--- src/rtl/cpu_div_pkg.sv ---
// Shared definitions for the execute-stage integer divider.
package cpu_div_pkg;
  localparam int XLEN      = 32;
  localparam int DIV_WIDTH = XLEN;

  typedef enum logic [1:0] {
    IDLE,
    CALC,
    DONE
  } div_state_t;
endpackage

--- src/rtl/div_radix2_step.sv ---
// One restoring-division iteration: shift in the next dividend bit, trial-subtract, select.
module div_radix2_step #(
  parameter int WIDTH = 32
) (
  input  logic [WIDTH-2:0] i_rem,
  input  logic             i_q_msb,
  input  logic [WIDTH-1:0] i_dvs,
  output logic [WIDTH-1:0] o_rem,
  output logic             o_q_bit
);
  logic [WIDTH-1:0] w_partial;
  logic [WIDTH:0]   w_trial;

  assign w_partial = {i_rem, i_q_msb};
  assign w_trial   = {1'b0, w_partial} - {1'b0, i_dvs};
  assign o_q_bit   = ~w_trial[WIDTH];
  assign o_rem     = w_trial[WIDTH] ? w_partial : w_trial[WIDTH-1:0];
endmodule

--- src/rtl/div_radix2.sv ---
// Iterative radix-2 restoring divider, one quotient bit per cycle, valid/ready on both sides.
// Signed operands are divided as magnitudes and the signs are fixed up on entry to DONE.
module div_radix2
  import cpu_div_pkg::*;
#(
  parameter int WIDTH = DIV_WIDTH
) (
  input  logic             clk,
  input  logic             rst,
  input  logic             flush,
  input  logic             in_valid,
  output logic             in_ready,
  input  logic [WIDTH-1:0] dividend,
  input  logic [WIDTH-1:0] divisor,
  input  logic             is_signed,
  output logic             out_valid,
  input  logic             out_ready,
  output logic [WIDTH-1:0] quotient,
  output logic [WIDTH-1:0] remainder,
  output logic             div_by_zero
);
  localparam int             CW   = $clog2(WIDTH);
  localparam logic [CW-1:0]  LAST = CW'(WIDTH - 1);

  div_state_t       r_state, w_state_nxt;
  logic [CW-1:0]    r_cnt;
  logic [WIDTH-1:0] r_dnd;
  logic [WIDTH-1:0] r_dvs;
  // Partial remainder stays below 2^(WIDTH-1) until the final step, so WIDTH-1 bits suffice.
  logic [WIDTH-2:0] r_rem;
  logic             r_qneg, r_rneg;
  logic [WIDTH-1:0] r_quotient, r_remainder;
  logic             r_dbz;

  logic             w_accept, w_last, w_dvs_zero;
  logic             w_dnd_neg, w_dvs_neg;
  logic [WIDTH-1:0] w_dnd_mag, w_dvs_mag;
  logic [WIDTH-1:0] w_rem_nxt, w_q_nxt;
  logic             w_q_bit;

  assign in_ready    = (r_state == IDLE);
  assign out_valid   = (r_state == DONE);
  assign quotient    = r_quotient;
  assign remainder   = r_remainder;
  assign div_by_zero = r_dbz;

  assign w_accept   = in_ready & in_valid & ~flush;
  assign w_last     = (r_state == CALC) & (r_cnt == LAST);
  assign w_dvs_zero = (divisor == '0);
  assign w_dnd_neg  = is_signed & dividend[WIDTH-1];
  assign w_dvs_neg  = is_signed & divisor[WIDTH-1];
  assign w_dnd_mag  = w_dnd_neg ? -dividend : dividend;
  assign w_dvs_mag  = w_dvs_neg ? -divisor : divisor;
  assign w_q_nxt    = {r_dnd[WIDTH-2:0], w_q_bit};

  div_radix2_step #(.WIDTH(WIDTH)) u_step (
    .i_rem   (r_rem),
    .i_q_msb (r_dnd[WIDTH-1]),
    .i_dvs   (r_dvs),
    .o_rem   (w_rem_nxt),
    .o_q_bit (w_q_bit)
  );

  always_ff @(posedge clk) begin
    if (rst) r_state <= IDLE;
    else     r_state <= w_state_nxt;
  end

  always_comb begin
    w_state_nxt = r_state;
    case (r_state)
      IDLE:    if (w_accept) w_state_nxt = w_dvs_zero ? DONE : CALC;
      CALC:    if (r_cnt == LAST) w_state_nxt = DONE;
      DONE:    if (out_ready) w_state_nxt = IDLE;
      default: w_state_nxt = IDLE;
    endcase
    if (flush) w_state_nxt = IDLE;
  end

  always_ff @(posedge clk) begin
    if (rst) begin
      r_cnt       <= '0;
      r_dnd       <= '0;
      r_dvs       <= '0;
      r_rem       <= '0;
      r_qneg      <= 1'b0;
      r_rneg      <= 1'b0;
      r_quotient  <= '0;
      r_remainder <= '0;
      r_dbz       <= 1'b0;
    end else if (w_accept) begin
      r_cnt  <= '0;
      r_dnd  <= w_dnd_mag;
      r_dvs  <= w_dvs_mag;
      r_rem  <= '0;
      r_qneg <= w_dnd_neg ^ w_dvs_neg;
      r_rneg <= w_dnd_neg;
      if (w_dvs_zero) begin
        r_quotient  <= '1;
        r_remainder <= dividend;
        r_dbz       <= 1'b1;
      end
    end else if ((r_state == CALC) && !flush) begin
      r_cnt <= r_cnt + 1'b1;
      r_dnd <= w_q_nxt;
      r_rem <= w_rem_nxt[WIDTH-2:0];
      if (w_last) begin
        r_quotient  <= r_qneg ? -w_q_nxt : w_q_nxt;
        r_remainder <= r_rneg ? -w_rem_nxt : w_rem_nxt;
        r_dbz       <= 1'b0;
      end
    end
  end
endmodule
--- config.mk ---
export PLATFORM = sky130hd
export DESIGN_NAME = div_radix2
export DESIGN_NICKNAME = d
export VERILOG_FILES = /design/src/rtl/cpu_div_pkg.sv /design/src/rtl/div_radix2_step.sv /design/src/rtl/div_radix2.sv
export SDC_FILE = /design/constraint.sdc
export NUM_CORES = 1
export LEC_CHECK = 0
export CORE_AREA = 5 5 159 161
export DETAILED_ROUTE_END_ITERATION = 8
export DIE_AREA = 0 0 164 166
export PLACE_DENSITY = 0.79
export SLEW_MARGIN = 25
export SYNTH_ARGS = -nofsm -noshare
export SYNTH_HDL_FRONTEND = slang
export SYNTH_SLANG_ARGS = --single-unit
--- constraint.sdc ---
create_clock -name clk -period 5 [get_ports clk]
set_input_delay 1.5 -clock clk [delete_from_list [all_inputs] [get_ports clk]]
set_output_delay 1.5 -clock clk [all_outputs]
set_load 0.01 [all_outputs]
Word-level counts from Yosys, hierarchy flattened
Index checks and enable logic that the tools add are counted.
Widths: inputs -> output; s select.
{ "word_totals": {"reg_bits": 169, "latch_bits": 0, "ramBits": 0, "romBits": 0, "in_bits": 70, "out_inout_bits": 67, "wordCells": 65, "mem_count": 0} }
{ "classes": {"add_sub_neg": 6, "n_mul": 0, "n_div": 0, "n_lt_le_gt_ge": 0, "eq_ne": 7, "shifts": 0, "mux": 24, "bitwise_logic": 8, "n_reduce_logical": 10} }
{ "ops": {"columns": ["cell", "n"], "rows": [
  ["$mux 32", 15],
  ["$neg 32->32", 4],
  ["$sub 32x32->33", 1],
  ["$logic_not 32->1", 1],
  ["$mux 2", 4],
  ["$ne 2x1->1 const B", 3],
  ["$pmux 2 s3", 1],
  ["$reduce_and 3->1", 2],
  ["$add 5x1->5 const B", 1],
  ["$and 1x1->1", 5],
  ["$eq 5x5->1 const B", 1],
  ["$mux 1", 4],
  ["$reduce_bool 2->1", 2],
  ["$reduce_or 2->1", 2],
  ["$eq 2x1->1 const B", 1],
  ["$eq 2x2->1 const B", 1],
  ["$logic_not 2->1", 1],
  ["$ne 2x2->1 const B", 1],
  ["$not 1->1", 2],
  ["$logic_and 1x1->1", 1],
  ["$logic_not 1->1", 1],
  ["$xor 1x1->1", 1]
]} }

Depth between registers and ports, before layout
Gate-level depths: netlist (run 1).
{ "depth": {"ltp_word": 7, "mapped_depth": 25, "ltp_nobuf": 22} }

Modules after synthesis
Synthesis (run 1) repeated with hierarchy kept, for this count alone.
{ "unflattened": {"hier_cells": 1496, "area_unflattened_um2": 11278.3} }
{ "by_module_without_submodules": {"columns": ["module", "n_inst", "cells_each", "area_each_um2", "seq_area_each_um2"], "rows": [
  ["div_radix2", 1, 1140, 9056.2, 3383.2],
  ["div_radix2_step", 1, 356, 2222.1, 0.0]
]} }

Least setup slack after synthesis (run 1)
No wires, ideal clock.
{ "synth_timing": {"kind": "register to register", "from": "register r_dnd[31]", "to": "register r_remainder[30], in the netlist remainder[30]", "setup_ps": 128, "t_arrival_ps": 4790, "t_required_ps": 4872, "setup_slack_ps": 82, "path_stages_with_launch": 26, "n_path_buf": 3, "period_less_slack_ps": 4918, "path_cell_list": "dfxtp_1 inv_1 ha_1 fa_1 nor2b_4 o31ai_2 a21o_2 a21o_1 a21oi_4 inv_2 clkbuf_8 clkbuf_1 buf_1 nand2_1 o21ai_0 inv_1 ha_1 inv_1 a211oi_1 nand4_1 or4b_4 a2111oi_4 o2111ai_1 mux2i_1 a22oi_1 o21bai_1"} }
{ "synth_between": {"elab_chain_cells": 7} }
{ "synth_rtl": {"columns": ["element", "line", "text"], "rows": [
  ["from (decl)", "div_radix2.sv:27", "logic [WIDTH-1:0] r_dnd;"],
  ["from (signal assigned)", "div_radix2.sv:93", "r_dnd <= w_dnd_mag;"],
  ["from (signal assigned)", "div_radix2.sv:105", "r_dnd <= w_q_nxt;"],
  ["$sub 32x32->33", "div_radix2_step.sv:15", "assign w_trial = {1'b0, w_partial} - {1'b0, i_dvs};"],
  ["$mux 32 (*)", "div_radix2_step.sv:17", "assign o_rem = w_trial[WIDTH] ? w_partial : w_trial[WIDTH-1:0];"],
  ["$neg 32->32", "div_radix2.sv:109", "r_remainder <= r_rneg ? -w_rem_nxt : w_rem_nxt;"],
  ["$mux 32 (*)", "div_radix2.sv:109", null],
  ["$mux 32 (*)", "div_radix2.sv:107", "if (w_last) begin"],
  ["$mux 32 (*)", "div_radix2.sv:103", "end else if ((r_state == CALC) && !flush) begin"],
  ["$mux 32 (*)", "div_radix2.sv:91", "end else if (w_accept) begin"],
  ["to (signal assigned)", "div_radix2.sv:100", "r_remainder <= dividend;"],
  ["to (signal assigned)", "div_radix2.sv:109", null],
  ["to (decl)", "div_radix2.sv:32", "logic [WIDTH-1:0] r_quotient, r_remainder;"]
]} }
Mark *: on every way between the ends. The rest lies on a longest branch, timed or not. The select of a mux whose other input is x is not followed.
A chain may end at the register's enable or synchronous reset.

Worst setup path in the final report (run 1)
Same ends and word-level chain as after synthesis.

==> flow_metrics.py, run 1 <==
metrics = {
    "run_status": {
        "status": "complete, no violations",
    },
    "worst_setup_path": {
        "worst-path-buf-inv": 5,
        "cp_common_cell": "inv_1",
        "crit_arrival_ps": 5060,
        "cpPeakStageDelay_ps": 580,
        "crit_fanout": 7,
        "crit_family": "compound AO/OA/AOI/OAI gates",
        "worstPathRequired_ps": 5310,
        "r2r_slack_ps": 250,
        "worstSetupEndpointType": "flop",
        "crit_path_top_delay_cell": "or4b_4",
        "start_kind": "flop",
        "cp_cell_sequence": "inv_1 > ha_1 > fa_1 > nor2b_4 > o31ai_2 > a21o_2 > a21o_1 > a21oi_4 > inv_2 > nand2_1 > o21ai_0 > inv_1 > ha_1 > inv_1 > a211oi_1 > nand4_1 > or4b_4 > a2111oi_4 > buf_4 > o2111ai_2 > mux2i_1 > a22oi_1 > o21bai_1",
        "crit_type": "flop to flop",
    },
    "placement": {
        "dpl.cell_count": 2012,
        "dp_slack_ps": 36.9,
        "placed_area_sq_um": 13700,
        "port-buffer-count": 136,
        "gp_congestion": 0.975,
        "place_hpwl_um": 29300,
    },
    "yosys": {
        "synth_area_leaders": "dfxtp_1 (28%), nor2_1 (7.1%), nand2_1 (6.1%)",
        "synth_edf_count": 0,
        "ys_ff_latch": 169,
        "synth_ff_type": "dfxtp_1",
        "yosysTopAreaCell": "dfxtp_1",
        "postSynthAreaPerCell_sq_um": 7.44,
        "syn-cell-area_sq_um": 12100,
        "yosysWarnings": 0,
        "netlist_instances": 1632,
        "synth_top_area_frac": 0.279,
        "ys_async_sr_fraction": 0,
        "yosysUniqueCellTypes": 85,
        "ys_seq_area_frac": 0.279,
        "syn-num-nets": 1741,
    },
    "drt": {
        "wl_um": 38500,
        "viasPerCell": 6.14,
        "wire_per_inst_um": 18.8,
        "dr.pass1.iters": 5,
        "ant_nets": 0,
        "num_vias": 12600,
        "drc": 0,
        "drt_iter0_drc": 1033,
    },
    "die": {
        "pin_count": 137,
        "dieArea_sq_um": 27200,
        "rows": 57,
        "start_util": 0.510,
        "core_sq_um": 23800,
        "fp.dieW_um": 164,
        "fp.dieH_um": 166,
    },
    "flow_run": {
        "maxCapViolations": 0,
    },
    "global_route": {
        "globalRouteOverflowTotal": 0,
        "grt_pass1_vias": 11500,
        "grt_max_degree": 102,
        "antenna_found_initial": 0,
        "grtUsageTotal": 0.275,
        "grt_pass1_wl_um": 60900,
    },
    "layout": {
        "postLayoutCellArea_sq_um": 14300,
        "final_cell_mix": "nor2_1 (226), nand2_1 (195), dfxtp_1 (167)",
        "insertedDiodeCount": 0,
        "fillers": 2197,
        "nNetsFinal": 1817,
        "mostFrequentLayoutCell": "nor2_1",
        "area_growth_pct": 17.8,
        "multiInputGateArea_sq_um": 8090,
        "area.sequential_sq_um": 3390,
        "post_layout_nonfiller_instances": 2045,
        "drive_above_1_share": 0.0610,
    },
    "sta": {
        "slew_headroom": 0.484,
        "fin_crit_sh": 0.950,
        "setup_ws_ps": 249,
        "fin_skew_ps": 12.1,
        "worst_slew_pin_slew_ps": 775,
        "hold_violations": 0,
        "max_freq_ghz": 0.210,
        "fin_crit_ps": 4750,
        "drv_slew": 0,
        "setup_tns_ps": 0,
        "setup_viol": 0,
        "grt_setup_unrepaired": "false",
    },
    "power_and_ir_drop": {
        "total_power_uw": 3860,
        "p_leak_uw": 0.00503,
        "vdd_drop_max_uv": 213,
        "powerDensity_nw_per_um2": 270,
    },
    "clock_network": {
        "htreeDepth": 4,
        "root_buffer": "clkbuf_16",
        "cts_tree": "built",
        "clk_pin_slew_worst_paths_ps": 80,
        "clock_tree.buffer_depth": 2,
        "cts.sinks": 169,
        "insertion_delay_ps": 440,
        "numCtsBuffers": 17,
    },
    "hold_path": {
        "hold_path_class": "flop to flop",
    },
}
-- layout make-up --
class	count	area share
inverters	59	0.0155
multi-input cells	1301	0.566
flip-flops and latches	169	0.237
well taps	324	0.0284
clock buffers	17	0.0298
repair buffers	160	0.111
clock inverters	15	0.0124
-- Yosys cell counts, drive strengths merged (3+ instances only) --
| master | n |
|---|---|
| a211oi | 89 |
| o21ai | 85 |
| xnor2 | 58 |
| o21bai | 5 |
| a31oi | 8 |
| a221oi | 9 |
| a22oi | 6 |
| and2 | 23 |
| dfxtp | 169 |
| o311ai | 3 |
| nand3b | 4 |
| o211ai | 10 |
| or3 | 32 |
| a21o | 10 |
| or4 | 9 |
| a311oi | 49 |
| mux2i | 19 |
| a2111oi | 7 |
| nand2 | 198 |
| o211a | 3 |
| o31a | 6 |
| nor2 | 228 |
| or2 | 7 |
| nand3 | 21 |
| a21boi | 6 |
| buf | 18 |
| a21oi | 107 |
| o2111ai | 3 |
| nor3 | 46 |
| a211o | 3 |
| o21a | 11 |
| and3 | 8 |
| nor4 | 18 |
| nor4b | 4 |
| ha | 38 |
| o31ai | 23 |
| xor2 | 61 |
| o41ai | 14 |
| nand2b | 17 |
| o22ai | 10 |
| nand4 | 15 |
| inv | 59 |
| clkbuf | 85 |
| nor2b | 7 |
-- timing repair --
item / CTS / global route
resized for setup: 0 / 3
setup buffers: 0 / 1
hold buffers: 0 / 0
setup endpoints to repair: 0 / 7
-- cells by family (layout without fill, tap and decap cells) --
kind of cell / count (synthesis) / count (layout) / synth area share
flops: 169 / 169 / 0.279
compound gates: 480 / 480 / 0.278
fa+ha+maj: 39 / 39 / 0.0408
mux: 21 / 21 / 0.0175
simple gates: 642 / 642 / 0.241
buf+inv: 162 / 251 / 0.0575
xor+xnor: 119 / 119 / 0.0859
-- flip-flops by register name, summed over array words and instances (netlist names) --
| register | cells |
|---|---|
| div_by_zero | 1 |
| r_qneg | 1 |
| quotient | 32 |
| r_dnd | 32 |
| r_rem | 31 |
| remainder | 32 |
| r_cnt | 5 |
| r_dvs | 32 |
| r_state | 2 |
| r_rneg | 1 |
-- stage by stage --
step,utilization,hold WS [ps]
global route,0.600,497
global placement,0.574,446
CTS,0.599,465
finish,0.600,463
detailed placement,0.574,455
floorplan,-,432
-- worst paths after layout --
kind / startpoint / cells past startpoint / to
worst min-delay path: r_dvs[0] / 2 / r_dvs[0]
worst max-delay path: r_dnd[31] / 23 / remainder[30]
worst min register to register: r_dvs[0] / 2 / r_dvs[0]
worst max register to register: r_dnd[31] / 23 / remainder[30]
-- worst min-delay path, stage by stage, from the launching register on --
cell,delay [ps]
dfxtp_1,320
nand2_1,50
a21oi_1,50
-- power by group --
| group | switching, uW | leakage [uW] | total, uW | internal, uW |
|---|---|---|---|---|
| Clock | 667 | 0.000290 | 1340 | 676 |
| Sequential | 54.0 | 0.00137 | 1440 | 1390 |
| Combinational | 667 | 0.00336 | 1080 | 415 |
-- per-layer routing --
metal,part of all wire,up-vias,wire length [um],global-route usage
met5,0,-,0,0
met2,0.47,570,18100,0.456
li1,-,6097,-,-
met1,0.42,5807,16200,0.362
met4,0.040,0,1550,0.107
met3,0.071,83,2730,0.0343
Power figures use the tool's default switching activity.
==> inputs of run 2 (changes only) <==
--- a/config.mk
+++ b/config.mk
@@ -5,10 +5,10 @@
 export SDC_FILE = /design/constraint.sdc
 export NUM_CORES = 1
 export LEC_CHECK = 0
-export CORE_AREA = 5 5 159 161
+export CORE_AREA = 5 5 148 150
 export DETAILED_ROUTE_END_ITERATION = 8
-export DIE_AREA = 0 0 164 166
-export PLACE_DENSITY = 0.79
+export DIE_AREA = 0 0 153 155
+export PLACE_DENSITY = 0.86
 export SLEW_MARGIN = 25
 export SYNTH_ARGS = -nofsm -noshare
 export SYNTH_HDL_FRONTEND = slang
==> constraint.sdc (replaced) <==
create_clock -name clk -period 6.04 [get_ports clk]
set_input_delay 1.812 -clock clk [delete_from_list [all_inputs] [get_ports clk]]
set_output_delay 1.812 -clock clk [all_outputs]
set_load 0.01 [all_outputs]
==> run 2 against run 1 <==
Critical path type is now input pin to flop. Register-to-register slack gained 640 ps. Final area decreased by 1.2%. Largest power group unchanged. Highest routed layer unchanged. Cell count shrank 2.8%. Die area shrank 13%. Flip-flop and latch count is the same. Critical path depth down 12.
==> flow_metrics.py, run 2 (synthesized netlist as in run 1, its figures left out) <==
metrics = {
    "sta": {
        "worst_slew_pin_slew_ps": 1060,
        "setup_tns_ps": 0,
        "max_freq_ghz": 0.189,
        "fin_skew_ps": 17.2,
        "fin_crit_sh": 0.878,
        "fin_crit_ps": 5300,
        "setup_viol": 0,
        "slew_headroom": 0.292,
        "grt_setup_unrepaired": "false",
        "hold_violations": 0,
        "drv_slew": 0,
    },
    "drt": {
        "drt_iter0_drc": 1469,
        "drc": 0,
        "ant_nets": 0,
        "dr.pass1.iters": 8,
        "wire_per_inst_um": 20.8,
        "viasPerCell": 6.66,
        "num_vias": 13200,
        "wl_um": 41400,
    },
    "placement": {
        "placed_area_sq_um": 13500,
        "gp_congestion": 0.994,
        "place_hpwl_um": 30300,
        "port-buffer-count": 136,
    },
    "clock_network": {
        "root_buffer": "clkbuf_16",
        "postCtsSetupBuffers": 0,
        "post_cts_resized": 0,
        "htreeDepth": 4,
        "insertion_delay_ps": 460,
        "clock_tree.buffer_depth": 2,
        "clk_pin_slew_worst_paths_ps": 70,
        "cts_tree": "built",
        "numCtsBuffers": 17,
        "cts.sinks": 169,
        "cts-hold-fix-buffers": 0,
    },
    "worst_setup_path": {
        "timing.rr.end": "remainder[30]",
        "critPathLaunch": "divisor[13]",
        "crit_fanout": 27,
        "crit_path_end": "quotient[1]",
        "rr_worst_depth": 21,
        "r2r_start": "r_dvs[17]",
        "crit_type": "input pin to flop",
        "cpPeakStageDelay_ps": 490,
        "start_kind": "input pin",
        "worstPathRequired_ps": 6400,
        "worstSetupEndpointType": "flop",
        "crit_arrival_ps": 5660,
        "r2r_slack_ps": 890,
        "cp_cell_sequence": "clkdlybuf4s50_1 > or3_1 > or3_1 > nor4_1 > nand2_1 > nor3_1 > nand2_1 > nand2_2 > buf_4 > nor2_1 > a311oi_1",
        "crit_path_top_delay_cell": "clkdlybuf4s50_1",
    },
    "hold_path": {
        "hp-start": "r_dvs[26]",
        "hold_path_class": "flop to flop",
    },
    "die": {
        "start_util": 0.590,
        "core_sq_um": 20600,
        "pin_count": 137,
        "dieArea_sq_um": 23700,
        "fp.dieH_um": 155,
        "fp.dieW_um": 153,
        "rows": 53,
    },
    "run_status": {
        "status": "complete, no violations",
    },
    "global_route": {
        "grt_pass1_vias": 12200,
        "globalRouteOverflowTotal": 0,
        "antenna_found_initial": 0,
        "grt_max_degree": 98,
        "grt_pass1_wl_um": 65100,
        "grtUsageTotal": 0.335,
    },
    "layout": {
        "nNetsFinal": 1809,
        "final_cell_mix": "nor2_1 (226), nand2_1 (195), dfxtp_1 (168)",
        "mostFrequentLayoutCell": "nor2_1",
        "postLayoutCellArea_sq_um": 14100,
        "area_growth_pct": 16.4,
        "fillers": 1728,
        "drive_above_1_share": 0.0555,
        "insertedDiodeCount": 0,
    },
    "power_and_ir_drop": {
        "p_leak_uw": 0.00497,
        "powerDensity_nw_per_um2": 231,
        "vdd_drop_max_uv": 235,
    },
    "flow_run": {
        "maxCapViolations": 0,
    },
}
==> run 2: cell types whose count changed in the layout (fill, tap and decap cells not counted), sizes merged <==
cell	previous run	this run
buf	25	17
bufinv	0	1
clkinv	8	7
==> run 2: worst min path at each step <==
| stage | depth (start not counted) | end | slack (ps) |
|---|---|---|---|
| 6_report | 2 | r_dvs[26] | 460 |
| 5_1_grt | 2 | r_dvs[31] | 490 |
| 4_1_cts | 2 | r_dvs[26] | 460 |
| 3_5_place_dp | 2 | r_dvs[26] | 450 |
| 3_3_place_gp | 2 | r_dvs[26] | 440 |
| 2_1_floorplan | 2 | r_dvs[26] | 430 |
==> run 2: routing by layer <==
layer,global-route usage,vias to the layer above,wire length (um)
met3,0.0773,168,4460
met1,0.422,6195,16000
met4,0.144,0,1880
li1,-,6051,-
met2,0.554,833,19100
met5,0,-,0
==> run 2: per-stage QoR <==
step / setup slack (ps) / std cells / hold slack (ps) / util / total power [uW]
2_1_floorplan: 1120 / 1632 / 432 / - / 1830
3_3_place_gp: 582 / 1956 / 440 / 0.657 / 2080
3_5_place_dp: 453 / 1956 / 449 / 0.657 / 2090
4_1_cts: 894 / 1988 / 458 / 0.687 / 3230
5_1_grt: 431 / 1988 / 491 / 0.687 / 3380
6_report: 737 / 1988 / 458 / 0.687 / 3270
==> run 2: final cells by class <==
| type | count | area (sq um) | share of cell area |
|---|---|---|---|
| tap | 275 | 344 | 0.0244 |
| sequential | 169 | 3380 | 0.240 |
| timing repair buffer | 152 | 1480 | 0.105 |
| inverter | 59 | 221 | 0.0157 |
| clock inverter | 15 | 199 | 0.0141 |
| multi-input combinational | 1301 | 8080 | 0.572 |
| clock buffer | 17 | 425 | 0.0301 |
==> run 2: worst max-delay path: cells and delay by family <==
family,cells,cell delay [ps]
AO/OA/AOI/OAI,1,230
buffers and inverters,2,870
AND/OR/NAND/NOR,8,2730
==> run 2: where the power goes <==
part	leakage [uW]	internal (uW)	switching [uW]
Combinational	0.00330	331	582
Clock	0.000300	600	563
Sequential	0.00137	1150	43.9
